$ cat src/rtl/dmem_arbiter.sv
// Two-master arbiter for one single-port sync-read DMEM SRAM (M0 = core data, M1 = DMA/debug).
// Latency: grant is combinational (0 cycles); read data and RVALID return 1 cycle after the grant.
// Backpressure: a master holds REQ until GNT; a lock owner blocks the other master, who then waits.
// Optional feature: define DMEM_ARB_RR_EN for round-robin contention; otherwise M0 has fixed priority.
module dmem_arbiter #(
  parameter int AW = 32,
  parameter int DW = 32
) (
  input  logic          CLK,
  input  logic          RST,
  input  logic          M0_REQ,
  input  logic          M0_WEN,
  input  logic          M0_LOCK,
  input  logic [AW-1:0] M0_ADDR,
  input  logic [DW-1:0] M0_WDATA,
  output logic          M0_GNT,
  output logic [DW-1:0] M0_RDATA,
  output logic          M0_RVALID,
  input  logic          M1_REQ,
  input  logic          M1_WEN,
  input  logic          M1_LOCK,
  input  logic [AW-1:0] M1_ADDR,
  input  logic [DW-1:0] M1_WDATA,
  output logic          M1_GNT,
  output logic [DW-1:0] M1_RDATA,
  output logic          M1_RVALID,
  output logic [AW-1:0] MADDR,
  output logic          MWEN,
  output logic [DW-1:0] MWDATA,
  input  logic [DW-1:0] MRDATA
);

  typedef enum logic [1:0] {
    LOCK_NONE = 2'd0,
    LOCK_M0   = 2'd1,
    LOCK_M1   = 2'd2
  } lock_t;

  lock_t lock_own;
  logic  rd_pend;
  logic  rd_own;
`ifdef DMEM_ARB_RR_EN
  logic  last_win;
`endif

  logic  elig0;
  logic  elig1;
  logic  gnt;
  logic  win;
  logic  win_wen;
  logic  win_lock;
  lock_t win_tag;

  // Winner selection: lock ownership filters eligibility, then contention is resolved.
  always_comb begin
    elig0 = M0_REQ && (lock_own != LOCK_M1) && !RST;
    elig1 = M1_REQ && (lock_own != LOCK_M0) && !RST;
`ifdef DMEM_ARB_RR_EN
    // On contention the master that did not win last time gets the slot.
    win   = elig1 && (!elig0 || !last_win);
`else
    // On contention M0 always wins; M1 may starve, which is tolerated for debug traffic.
    win   = elig1 && !elig0;
`endif
    gnt      = elig0 || elig1;
    win_wen  = win ? M1_WEN  : M0_WEN;
    win_lock = win ? M1_LOCK : M0_LOCK;
    win_tag  = win ? LOCK_M1 : LOCK_M0;
  end

  // Grant outputs and SRAM request mux; everything is zero when nobody is granted.
  always_comb begin
    M0_GNT = gnt && !win;
    M1_GNT = gnt && win;
    MADDR  = '0;
    MWEN   = 1'b0;
    MWDATA = '0;
    if (gnt) begin
      MADDR  = win ? M1_ADDR  : M0_ADDR;
      MWEN   = win_wen;
      MWDATA = win ? M1_WDATA : M0_WDATA;
    end
  end

  // Arbitration state: lock owner, outstanding read tracking and round-robin history.
  always_ff @(posedge CLK or posedge RST) begin
    if (RST) begin
      lock_own <= LOCK_NONE;
      rd_pend  <= 1'b0;
      rd_own   <= 1'b0;
`ifdef DMEM_ARB_RR_EN
      last_win <= 1'b1;
`endif
    end else begin
      rd_pend <= gnt && !win_wen;
      if (gnt) begin
        rd_own <= win;
`ifdef DMEM_ARB_RR_EN
        last_win <= win;
`endif
        if (win_lock) begin
          lock_own <= win_tag;
        end else if (lock_own == win_tag) begin
          lock_own <= LOCK_NONE;
        end
      end else begin
        // An idle owner that drops LOCK gives up ownership without issuing an access.
        if ((lock_own == LOCK_M0) && !M0_REQ && !M0_LOCK) begin
          lock_own <= LOCK_NONE;
        end
        if ((lock_own == LOCK_M1) && !M1_REQ && !M1_LOCK) begin
          lock_own <= LOCK_NONE;
        end
      end
    end
  end

  // Read return: steer SRAM data to the master that issued the read one cycle ago.
  always_comb begin
    M0_RVALID = rd_pend && !rd_own;
    M1_RVALID = rd_pend && rd_own;
    M0_RDATA  = M0_RVALID ? MRDATA : '0;
    M1_RDATA  = M1_RVALID ? MRDATA : '0;
  end

endmodule

$ cat config.mk
export PLATFORM = sky130hd
export DESIGN_NAME = dmem_arbiter
export DESIGN_NICKNAME = d
export VERILOG_FILES = /design/src/rtl/dmem_arbiter.sv
export SDC_FILE = /design/constraint.sdc
export NUM_CORES = 1
export LEC_CHECK = 0
export CAP_MARGIN = 10
export CORE_AREA = 10 10 109 111
export DETAILED_ROUTE_END_ITERATION = 10
export DIE_AREA = 0 0 119 121
export PLACE_DENSITY = 0.67
export SLEW_MARGIN = 20
export SYNTH_ARGS = -nofsm -noshare
export SYNTH_HDL_FRONTEND = slang
export SYNTH_SLANG_ARGS = --single-unit
$ cat constraint.sdc
create_clock -name CLK -period 1.9 [get_ports CLK]
set_clock_uncertainty 0.05 [all_clocks]
set_input_delay 0.475 -clock CLK [delete_from_list [all_inputs] [get_ports CLK]]
set_output_delay 0.475 -clock CLK [all_outputs]
set_load 0.005 [all_outputs]
==> results.yml, run 1 <==
critical_path:
  criticalPathCategory: "reg2out"
  cp_data_arrival_time_ns: 1.74
  worstPathMaxFanout: 7
  start_kind: "flop"
  cp.required_ns: 1.37
  cp-end-kind: "output pin"
  reg2regPathDepth: 6
clocking:
  cts_tree: "yes"
  clock_latency_ns: 0.22
  clk_pin_slew_ns: 0.04
  numCtsBuffers: 3
  clockBufferDepth: 2
  cts_hold_buf: 0
  cts_sinks: 4
  htreeDepth: 1
  root_buffer: "clkbuf_8"
synth:
  ys_seq_area_share_pct: 7.02
  synth_area_mm2: 0.00143
  synthArstFlopShare_pct: 100
  avgSynthCellArea_um2: 7.50
  ys_ff_latch: 4
  ys_types: 29
  yosysWarnings: 0
  synth_edf_count: 0
  yosysTopAreaCellShare_pct: 40.6
  yosys-top-cells-area: "a22o_1 41%, and2_1 14%, and3_1 14%"
  synth_cells: 190
  synthFlopType: "dfrtp_1"
  syn-num-nets: 358
  yosysTopAreaCell: "a22o_1"
layout:
  post_route_cells_drive_above_1_share_pct: 37.0
  area_growth_pct: 242
  multi_input_area_mm2: 0.00122
  fin_area_mm2: 0.00487
  final_nets: 691
  fill_cells: 950
  n_antenna_cell: 0
  seqCellArea_um2: 103
global_route:
  grt_pass1_wl_um: 20900
  grt_pass1_vias: 3226
  antenna_found_initial: 0
  grt_max_degree: 18
  grt-ovfl-total: 0
  grt_use_total_pct: 18.6
sta:
  clock.fmax_mhz: 441
  rsz0062_at_grt: "yes"
  whs_ns: 0.270
  drv_slew: 0
  finalCritPeriodShare_pct: 119
  fin_ws_ns: -0.367
  finalHoldViolCount: 0
  slew_headroom_pct: 84.1
  setup_viol: 67
  min_period_ns: 2.27
  tightest_slew_ns: 0.238
route:
  dr.first_iter.drc_count: 121
  drc_errors: 0
  drtPass1Iterations: 4
  postRouteAntennaNets: 0
  drt-wirelength-per-cell_um: 23.4
  vias: 3002
  vias_per_cell: 4.59
  totalWireLength_um: 15300
place:
  gp_congestion: 0.846
  dpl_worst_slack_ns: -1.07
  hpwl_um: 11600
  dpl_cell_area_mm2: 0.00463
  io_buffers: 300
floorplan:
  die_h_um: 121
  core_mm2: 0.00964
  start_util_pct: 14.8
  die_w_um: 119
  fp.dieArea_mm2: 0.0144
  io_pins: 301
  std_cell_rows: 36
pwr:
  p_leak_nw: 2.44
  peakVddDrop_mv: 0.314
  power_density_mw_per_mm2: 599
hold_path:
  hp-class: "in2async"
run_status:
  status: "finished with violations"
  violations: "negative setup slack"
job:
  drv_cap: 0
-- power breakdown --
part	switching [mW]	internal (mW)
clock	0.0449	0.135
sequential	0.0344	0.124
combinational	1.03	1.55
total	1.10	1.81
-- path summary, 6_finish.rpt --
| kind | from | endpoint | slack [ns] |
|---|---|---|---|
| setup / recovery | lock_own[0]$_DFFE_PP0P_ | MADDR[2] | -0.37 |
| hold / removal | RST | lock_own[0]$_DFFE_PP0P_ | 0.27 |
| setup reg to reg | lock_own[0]$_DFFE_PP0P_ | rd_pend$_DFF_PP0_ | 0.33 |
| hold reg to reg | lock_own[1]$_DFFE_PP0P_ | lock_own[1]$_DFFE_PP0P_ | 0.65 |
| max in group asynchronous | RST | rd_pend$_DFF_PP0_ | 1.32 |
| min in group CLK | M0_REQ | lock_own[1]$_DFFE_PP0P_ | 0.63 |
-- placed cells by master, fill, tap and decap left out, types with 2 or more instances in the layout --
master,instances
and3_4,5
buf_16,9
a22o_1,66
buf_12,12
inv_1,5
clkdlybuf4s15_1,13
dlygate4sd2_1,3
a21oi_4,2
bufbuf_16,2
clkbuf_16,3
dfrtp_1,2
clkbuf_2,28
and3_1,27
nor2_1,2
nand3_1,2
clkbuf_8,3
buf_8,3
dfrtp_2,2
buf_6,15
and2_4,2
nand2b_4,2
nand2_1,2
buf_2,88
clkdlybuf4s50_1,163
and2_1,31
buf_4,13
-- area by class of cell --
cell class	count	share of cell area, %
Sequential cell	4	2.11
Inverter	6	0.514
Multi-Input combinational cell	156	25.2
Timing Repair Buffer	352	68.0
Clock buffer	3	0.848
Tap cell	133	3.42
-- Yosys cell counts (2+ instances only) --
master,count
buf_4,3
a22o_1,66
buf_6,4
nand3_1,2
clkbuf_1,10
and3_1,32
nand2_1,2
nor2_1,2
nand2b_1,3
inv_1,6
buf_2,7
and2_1,33
dfrtp_1,4
-- registers in the layout, indices dropped and copies added (netlist names) --
| name | flops |
|---|---|
| rd_pend | 1 |
| lock_own | 2 |
| rd_own | 1 |
-- per-layer routing --
layer / track usage, % / wire [um] / vias up
li1: - / - / 1398
met5: 0 / 0 / -
met2: 36.1 / 8120 / 207
met3: 7.03 / 1440 / 10
met4: 2.75 / 157 / 0
met1: 18.6 / 5580 / 1387
-- per-stage QoR --
stage                     TNS, ns  power, mW  util [%]  std cells
after floorplan                 0      0.940         -        190
after global placement     -79.07       2.30      48.1        615
after detailed placement   -81.08       2.33      48.1        615
after CTS                  -21.35       2.93      51.3        646
after global routing       -22.74       3.11      50.5        654
final                      -17.55       2.92      50.5        654
-- kinds of logic after synthesis --
logic type             count (synthesis)  synth area share (%)
AND/OR/NAND/NOR                       78                  33.5
AO/OA/AOI/OAI                         77                  47.2
buffers and inverters                 30                  11.4
flip-flops                             4                  7.02
multiplexers                           1                 0.790
-- critical path, stage by stage, from the launching register on --
cell	delay, ns
dfrtp_1	0.40
or2_4	0.26
a21oi_4	0.19
buf_8	0.17
buf_12	0.13
buf_4	0.11
a22o_1	0.14
buf_2	0.12
-- timing repair --
item,CTS,global route
setup endpoints to repair,133,125
pin swaps,13,12
endpoints found under the hold margin,0,0
gates cloned,13,3
buffers inserted,16,9
gates resized for setup,433,112
No activity file was read; power rests on OpenSTA's default activity.
==> run 2, diff against run 1 <==
--- a/config.mk
+++ b/config.mk
@@ -5,7 +5,6 @@
 export SDC_FILE = /design/constraint.sdc
 export NUM_CORES = 1
 export LEC_CHECK = 0
-export CAP_MARGIN = 10
 export CORE_AREA = 10 10 109 111
 export DETAILED_ROUTE_END_ITERATION = 10
 export DIE_AREA = 0 0 119 121
==> results of run 2 <==
Same layout as run 1: the final DEF is identical, and so are final timing and power.
